File: src/rtl/shift_sequencer.sv
// rtl/shift_sequencer.sv - command-driven counted shift burst controller with owned shift register
// Optional feature macro: SHIFT_SEQUENCER_ROTATE_EN (adds cmd_rotate, rotate instead of serial fill)
`timescale 1ns/1ps
module shift_sequencer #(
  parameter int WIDTH = 8,
  parameter int CNT_W = 4
) (
  input  logic             clk,
  input  logic             rst,
  input  logic             cmd_valid,
  output logic             cmd_ready,
  input  logic             cmd_dir,
  input  logic             cmd_load,
  input  logic [WIDTH-1:0] cmd_data,
  input  logic [CNT_W-1:0] cmd_count,
`ifdef SHIFT_SEQUENCER_ROTATE_EN
  input  logic             cmd_rotate,
`endif
  input  logic             hold,
  input  logic             serial_in,
  output logic             serial_out,
  output logic [WIDTH-1:0] q,
  output logic             busy,
  output logic             done
);

  typedef enum logic [1:0] {IDLE, SHIFT, DONE} state_t;

  state_t           state, state_next;
  logic [CNT_W-1:0] remaining;
  logic             dir_r;
  logic             accept;
  logic             shift_en;
  logic             fill_left;
  logic             fill_right;

`ifdef SHIFT_SEQUENCER_ROTATE_EN
  logic rot_r;

  // Rotate mode recirculates the exiting bit instead of taking serial_in.
  assign fill_left  = rot_r ? q[WIDTH-1] : serial_in;
  assign fill_right = rot_r ? q[0]       : serial_in;

  // Rotate flag is captured with the rest of the command.
  always_ff @(posedge clk) begin
    if (rst)         rot_r <= 1'b0;
    else if (accept) rot_r <= cmd_rotate;
  end
`else
  assign fill_left  = serial_in;
  assign fill_right = serial_in;
`endif

  // Exiting end follows the latched direction, so it is the bit lost at the next shift.
  assign serial_out = dir_r ? q[WIDTH-1] : q[0];

  // State register.
  always_ff @(posedge clk) begin
    if (rst) state <= IDLE;
    else     state <= state_next;
  end

  // Next-state and handshake/status decode.
  always_comb begin
    state_next = state;
    cmd_ready  = 1'b0;
    busy       = 1'b0;
    done       = 1'b0;
    accept     = 1'b0;
    shift_en   = 1'b0;
    case (state)
      IDLE: begin
        cmd_ready = 1'b1;
        if (cmd_valid) begin
          accept     = 1'b1;
          state_next = (cmd_count == '0) ? DONE : SHIFT;
        end
      end
      SHIFT: begin
        busy = 1'b1;
        if (!hold) begin
          shift_en = 1'b1;
          if (remaining == CNT_W'(1)) state_next = DONE;
        end
      end
      DONE: begin
        busy       = 1'b1;
        done       = 1'b1;
        state_next = IDLE;
      end
      default: state_next = IDLE;
    endcase
  end

  // Datapath: command capture on accept, one shift per unheld SHIFT cycle.
  always_ff @(posedge clk) begin
    if (rst) begin
      q         <= '0;
      remaining <= '0;
      dir_r     <= 1'b0;
    end else if (accept) begin
      dir_r     <= cmd_dir;
      remaining <= cmd_count;
      if (cmd_load) q <= cmd_data;
    end else if (shift_en) begin
      remaining <= remaining - CNT_W'(1);
      if (dir_r) q <= {q[WIDTH-2:0], fill_left};
      else       q <= {fill_right, q[WIDTH-1:1]};
    end
  end

endmodule

File: config.mk
export PLATFORM = sky130hd
export DESIGN_NAME = shift_sequencer
export DESIGN_NICKNAME = d
export VERILOG_FILES = /design/src/rtl/shift_sequencer.sv
export SDC_FILE = /design/constraint.sdc
export NUM_CORES = 1
export LEC_CHECK = 0
export CORE_MARGIN = 3
export CORE_UTILIZATION = 45
export CTS_CLUSTER_DIAMETER = 60
export DETAILED_ROUTE_END_ITERATION = 8
export GPL_ROUTABILITY_DRIVEN = 1
export GPL_TIMING_DRIVEN = 1
export PLACE_DENSITY = 0.79
export SYNTH_ARGS = -nofsm -noshare
export SYNTH_HDL_FRONTEND = slang
export SYNTH_SLANG_ARGS = --single-unit
File: constraint.sdc
create_clock -name clk -period 2 [get_ports clk]
set_input_delay 0.4 -clock clk [delete_from_list [all_inputs] [get_ports clk]]
set_output_delay 0.4 -clock clk [all_outputs]
set_load 0.1 [all_outputs]
# --- Word level (Yosys, flattened, before mapping) ---
# Cells that the tools add are included.
word_totals:
  output_inout_bits: 12
  in_bits: 19
  reg_bits: 15
  word_cells: 37
op_classes:
  reduce_logical: 6
  eq_ne: 7
  n_mux: 19
  add_sub_neg: 1
ops:
  columns: ["cell", "count"]
  rows:
  - ["$mux 8", 4]
  - ["$mux 1", 8]
  - ["$mux 2", 4]
  - ["$mux 4", 2]
  - ["$ne 2x2->1 const B", 4]
  - ["$eq 4x1->1 const B", 1]
  - ["$logic_not 4->1", 1]
  - ["$pmux 2 s2", 1]
  - ["$sub 4x1->4 const B", 1]
  - ["$reduce_and 3->1", 1]
  - ["$eq 2x1->1 const B", 1]
  - ["$eq 2x2->1 const B", 1]
  - ["$logic_not 2->1", 1]
  - ["$reduce_and 2->1", 1]
  - ["$reduce_bool 2->1", 1]
  - ["$reduce_or 2->1", 1]

# --- Longest topological paths before layout ---
# Gate-level depths: netlist of run 1.
depth:
  ltp_word: 4
  ltp_mapped: 7
  mapped_depth_nobuf: 5

# --- Worst setup path before layout of run 1 ---
# No wires, ideal clock.
synth_path:
  path_type: "reg-to-reg"
  start: "reg state[0]"
  end: "reg q[0]"
  arrival_ns: 2.293
  period_less_slack_ns: 2.394
  stages_incl_launch_ff: 6
  required_ns: 1.899
  setup_slack_ns: -0.394
  setup_ns: 0.101
  path_buffers: 0
  path_cell_list: "dfxtp_1 inv_1 ha_1 nand3_1 a21boi_1 o41ai_1"
synth_between:
  elab_chain_len: 4
  word_cells_on_any_way: 8
  cone_classes: "eq/ne: 2; mux: 3; reduce/logical: 3"
synth_lines:
  columns: ["element", "line_no", "text"]
  rows:
  - ["start: declaration", "29", "state_t state, state_next;"]
  - ["start signal: assignment", "60", "else state <= state_next;"]
  - ["$eq 2x1->1 or $logic_not 2->1 (tied branches)", "71", "case (state)"]
  - ["$mux 1", "71", null]
  - ["$reduce_bool 2->1 (no source line) or $ne 2x2->1 (tied branches)", null, null]
  - ["$reduce_and 2->1 (no source line)", null, null]
  - ["end signal: assignment", "104", "if (cmd_load) q <= cmd_data;"]
  - ["end signal: assignment", "107", "if (dir_r) q <= {q[WIDTH-2:0], fill_left};"]
  - ["end signal: assignment", "108", "else q <= {fill_right, q[WIDTH-1:1]};"]
  - ["end: declaration", "22", "output logic [WIDTH-1:0] q,"]
# Parallel ways exist; a longest one is shown, timed or not.
# A chain may end at the register's enable or synchronous reset.

# --- Worst setup path after layout of run 1 ---
layout_path:
  start: "in hold"
  end: "reg state[1]"
layout_between:
  elab_chain_len: 2
layout_lines:
  columns: ["element", "line_no", "text"]
  rows:
  - ["start: declaration", "19", "input logic hold,"]
  - ["$ne 2x2->1 (no source line)", null, null]
  - ["$reduce_and 3->1 (no source line)", null, null]
# Every way passes these cells.

==> run metrics, run 1 <==
nets=168; mux contribution to synthesized area=0.01189; DRT Pass-1 Iters=4; CP startpoint kind=primary input; Routed wire per std cell=15.36 µm; initial core utilization=0.5098; Initial DRC Count=24; cell chain of the critical path=clkdlybuf4s50_1 -> or4b_4 -> a22o_1 -> a211oi_1; WL final=approximately 2.6 mm; CTS Buf Count=3; compound-cell area share of the yosys netlist=0.3421; top sig layer=met4; number of flops mapped to enable cells by yosys=0; min cycle time layout=1.649 ns; area of the multi-input gates=599.3 µm²; Pins Over Slew Limit=0; Netlist cell types=31; Synth Instances=107; number of cells on the worst reg-to-reg path=6; power per standard cell area=slightly above 900 nW/µm²; Worst Hold Class=register to register; WL met2=approximately 1.3 mm; commonest non-fill, non-tap cell in the layout=clkdlybuf4s50_1; Ys Warns=0; clock sinks=15; main combinational cell family by area after synthesis=compound AO/OA/AOI/OAI gates; vias=1006; final hold violations=0; Synth area leaders=dfxtp_1 32%, o41ai_1 9.2%, a211oi_1 8.7%, o2111ai_1 7.4%, ha_1 6.6%; simple-gate share of the synthesized area=0.1915; HPWL after DPL=just under 2 mm; net count after synthesis=approximately 130; PostCTS Resize Cnt=0; #FFs+latches synth=15; required time of the worst setup path=2.20 ns; VDD IR max=652.8 µV; Async SR Flop Fraction=0; WP data arrival=approximately 1.9 ns; Die H=51.88 µm; MaxCap Viol Count=0; Slew HR=0.6868; Hold Path Cell Cnt=2; area of the core=~1900 µm²; share of post-route cells with drive strength above 1=0.2238; area grow syn2layout=44.78%; most frequent cells in the layout=18 x clkdlybuf4s50_1, 17 x buf_4, 13 x dfxtp_1, 11 x nor2_1, 11 x a211oi_1; post-route DRC violation count=0; row count=15; Antenna Nets Post-Route=0; top cell type's share of synthesized area=0.3170; largest net degree at the start of global routing=19; die area=~2700 µm²; Total Routing Usage GR=0.2121; Post-Syn Area=947.2 µm²; initial antenna violation count=0; post-DR vias/cell=roughly 6.0; Hold Buf Count CTS=0; critical path endpoint category=register; Static Leak=around 0.52 nW; final core occ=0.7380; first-pass GRT wire length=4.388 mm; Die X=a little over 50 µm; Max Clk Rate=606.4 MHz; gr ovfl total=0; post-synthesis adder-cell area fraction=0.06605; FF/Latch Area=302.8 µm²; diode count=0; CP max-delay cell=or4b_4; critical path depth=4; xor/xnor share of the synthesized area=0.01849; metal3 WL=between 150 and 200 µm; Final Skew=0.001222 ns; CTS tree=built; Crit Path Max Fanout=5; Post-Syn Area per Cell=8.852 µm²; root buf cell=clkbuf_4; pre-CTS setup slack=0.07032 ns; clk_lat worst skew=0.28 ns; H-tree Lvls=1; Final Cycle Share=0.8245; Worst-path clk slew=0.09 ns; vias in the first global route=1020; setup TNS=0 ns; CP Class=primary input to register; Fillers=141; outcome=completed; Final setup violation count=0; unrepaired setup endpoints after global routing=false; CP peak stage delay=~0.52 ns; sequential area share after synthesis=0.3170; Crit path max-delay family=simple AND/OR/NAND/NOR gates; worst path setup slack after routing=0.3509 ns; # port buffers=30; wire length on met1=1.097 mm; Yosys top cell by area=dfxtp_1; top_reg_cell synth=dfxtp_1; routability cong.=0.7970; I/O pin total=31; WP buf/inv=1; Least-Margin Pin Slew=0.4654 ns; postcts setup bufs=0; Bufs on Longest Clock Path=2
cells by family (layout without fill, tap and decap cells):
family | Yosys count | count (layout)
AOI/OAI and AO/OA | 38 | 38
xor gates and xnor gates | 2 | 2
adders and majority gates | 5 | 5
buffers and inverters | 13 | 49
DFF | 15 | 15
muxes | 1 | 1
and+or+nand+nor | 33 | 33
through the flow:
step	std cells	cell area, µm²	hold WS (ns)	power, mW
floorplan	107	952.2	0.4691	0.8698
global placement	164	1344	0.4916	1.085
detailed placement	164	1344	0.4999	1.100
CTS	168	1371	0.5143	1.278
global route	168	1371	0.5458	1.330
finish	168	1371	0.5043	1.269
worst min-delay path, cell delays in order (launching register included):
cell and delay [ns]:
dfxtp_2 0.34, o2111ai_1 0.07, o41ai_1 0.06
area by class of cell:
type | instances | area share
multi-input cells | 79 | 0.4370
repair buffers | 39 | 0.2828
flip-flops and latches | 15 | 0.2208
well taps | 25 | 0.02281
clock buffers | 3 | 0.01642
inverters | 6 | 0.01642
clock inverters | 1 | 0.003650
power by group:
| part | total, mW | switching [mW] | internal, mW | leakage, nW |
|---|---|---|---|---|
| Combinational | 0.715 | 0.461 | 0.254 | 0.379 |
| Clock | 0.176 | 0.102 | 0.0742 | 0.0177 |
| Sequential | 0.378 | 0.0384 | 0.340 | 0.124 |
| Total | 1.27 | 0.601 | 0.668 | 0.520 |
flip-flops by register name (all words and copies together) (netlist names):
name       count
remaining      4
q              8
dir_r          1
state          2
routing by layer:
layer	up-vias	global-route usage
li1	493	-
met1	471	0.2544
met3	2	0.02579
met5	-	0
met2	40	0.3933
met4	0	0.05240
cells in the mapped netlist, types with 3 or more instances:
cell type  count
a211oi_1      11
a21oi_1        3
clkbuf_1       6
dfxtp_1       15
ha_1           5
inv_1          5
nand2_1        3
nand3b_1       3
nor2_1        11
nor2b_1        8
o2111ai_1      8
o41ai_1       10
worst paths after layout:
check / from / end / slack [ns]
worst max-delay path: hold / state[1] / 0.35
worst min-delay path: q[0] / q[0] / 0.50
worst max register to register: state[1] / q[7] / 0.36
worst min register to register: q[0] / q[0] / 0.50
(Power assumes the default switching activity.)
==> inputs of run 2 (changes only) <==
==> constraint.sdc (replaced) <==
create_clock -name clk -period 1.6 [get_ports clk]
set_input_delay 0.32 -clock clk [delete_from_list [all_inputs] [get_ports clk]]
set_output_delay 0.32 -clock clk [all_outputs]
set_load 0.1 [all_outputs]
==> run 2 against run 1 <==
Clock power rose by 29%; core utilization increased by 14 points; clock skew grew 0.0075 ns; die area stayed put; sequential share of layout area fell by 3.3 points; first-iteration DRC count decreased by 21%; combinational power increased by 50%; critical path type is now register to register; highest routed layer unchanged.
==> run metrics, run 2 (synthesis results as in run 1) <==
outcome=completed; initial antenna violation count=0; diode count=0; Static Leak=0.6271 nW; CP Class=register to register; Largest register FFs=8; min cycle time layout=between 1.5 and 2 ns; Worst Hold Class=register to register; first-pass GRT wire length=4.899 mm; Fillers=91; VDD IR max=917.9 µV; Routed wire per std cell=17.34 µm; dpl cell area=1551 µm²; I/O pin total=31; most frequent cells in the layout=18 x clkdlybuf4s50_1, 14 x buf_12, 14 x buf_4, 12 x dfxtp_1, 11 x nor2_1; required time of the worst setup path=1.80 ns; vias=1061; Total Routing Usage GR=0.2420; Die H=51.88 µm; WL final=3.035 mm; Final Cycle Share=0.9820; gr ovfl total=0; final hold violations=0; worst path setup slack after routing=a little under 0.03 ns; share of post-route cells with drive strength above 1=0.3200; Worst-path clk slew=0.10 ns; commonest non-fill, non-tap cell in the layout=clkdlybuf4s50_1; clk_lat worst skew=0.29 ns; Pins Over Slew Limit=0; final instance area=1623 µm²; CTS tree=built; CP startpoint kind=register; post-route DRC violation count=0; DRT Pass-1 Iters=4; postcts setup bufs=0; nets=between 150 and 200; routability cong.=between 0.7 and 0.8; Slew HR=0.7855; Antenna Nets Post-Route=0; vias in the first global route=1081; CTS Buf Count=3; critical path endpoint category=register; CP peak stage delay=0.48 ns; WP data arrival=1.77 ns; Crit Path Max Fanout=2; Final Skew=0.008734 ns; MaxCap Viol Count=0; registers with the most flip-flops=q x8, remaining x4, state x2; # port buffers=30; unrepaired setup endpoints after global routing=true; Bufs on Longest Clock Path=2; H-tree Lvls=1; Top reg by flops=q; pre-CTS setup slack=-0.2075 ns; Final setup violation count=0; row count=15; area of the core=1858 µm²; die area=2692 µm²; area grow syn2layout=71.33%; final core occ=0.8734; post-DR vias/cell=6.063; setup TNS=0 ns; cell chain of the critical path=inv_2 -> ha_1 -> or4b_4 -> a22o_1 -> a31o_1; Least-Margin Pin Slew=0.3210 ns; power per standard cell area=1098 nW/µm²; HPWL after DPL=2.143 mm; Die X=51.88 µm; root buf cell=clkbuf_4; Max Clk Rate=636.5 MHz; initial core utilization=0.5098; Initial DRC Count=19; clock sinks=15; largest net degree at the start of global routing=19; CP max-delay cell=or4b_4
==> run 2: changes by cell type in the layout (fill, tap and decap cells not counted), sizes merged <==
cell  change
buf       +7
==> run 2: timing repair <==
item | 4_1_cts | 5_1_grt
hold buffers | 0 | 0
setup endpoints to repair | 0 | 7
resized for setup | 0 | 8
endpoints found under the hold margin | 0 | 0
==> run 2: worst paths after layout <==
kind	startpoint	endpoint	slack, ns	depth (start not counted)
hold / removal	remaining[3]	remaining[3]	0.53	2
hold reg to reg	remaining[3]	remaining[3]	0.53	2
setup / recovery	remaining[1]	state[0]	0.03	5
setup reg to reg	remaining[1]	state[0]	0.03	5
==> run 2: metrics by stage <==
stage | std cells | power (mW) | hold slack (ns)
global placement | 171 | 1.500 | 0.4979
finish | 175 | 1.782 | 0.5262
floorplan | 107 | 1.131 | 0.4560
global route | 175 | 1.858 | 0.5435
CTS | 175 | 1.755 | 0.5248
detailed placement | 171 | 1.520 | 0.5076
==> run 2: where the power goes <==
part           internal, mW  leakage (nW)  switching, mW
Combinational         0.441         0.485          0.630
Clock                0.0930        0.0177          0.134
Sequential            0.425         0.124         0.0579
Total                 0.959         0.627          0.822
==> run 2: per-layer routing <==
metal | track usage | wire, µm
met1 | 0.2875 | 1227
met2 | 0.4226 | 1614
met3 | 0.05444 | 163
met4 | 0.08297 | 29
met5 | 0 | 0
==> run 2: final cells by class <==
| class | instances | area, µm² | share of cell area |
|---|---|---|---|
| Multi-Input combinational cell | 79 | 671.9 | 0.4140 |
| Timing Repair Buffer | 46 | 565.5 | 0.3485 |
| Sequential cell | 15 | 304.0 | 0.1874 |
| Tap cell | 25 | 31.28 | 0.01928 |
| Clock buffer | 3 | 22.52 | 0.01388 |
| Inverter | 6 | 22.52 | 0.01388 |
| Clock inverter | 1 | 5.005 | 0.003084 |
==> run 2: critical path, delay by kind of cell, from the launching register on <==
family / cells / cell delay (ns)
AND/OR/NAND/NOR: 1 / 0.48
adder cells (fa/ha/maj): 1 / 0.14
flip-flops: 1 / 0.34
AO/OA/AOI/OAI: 2 / 0.46
buffers and inverters: 1 / 0.05
==> inputs of run 3 (changes only) <==
--- a/config.mk
+++ b/config.mk
@@ -12,6 +12,7 @@
 export GPL_ROUTABILITY_DRIVEN = 1
 export GPL_TIMING_DRIVEN = 1
 export PLACE_DENSITY = 0.79
+export SLEW_MARGIN = 20
 export SYNTH_ARGS = -nofsm -noshare
 export SYNTH_HDL_FRONTEND = slang
 export SYNTH_SLANG_ARGS = --single-unit
==> results of run 3 <==
No change in the layout: final DEF, timing and power equal those of run 2.
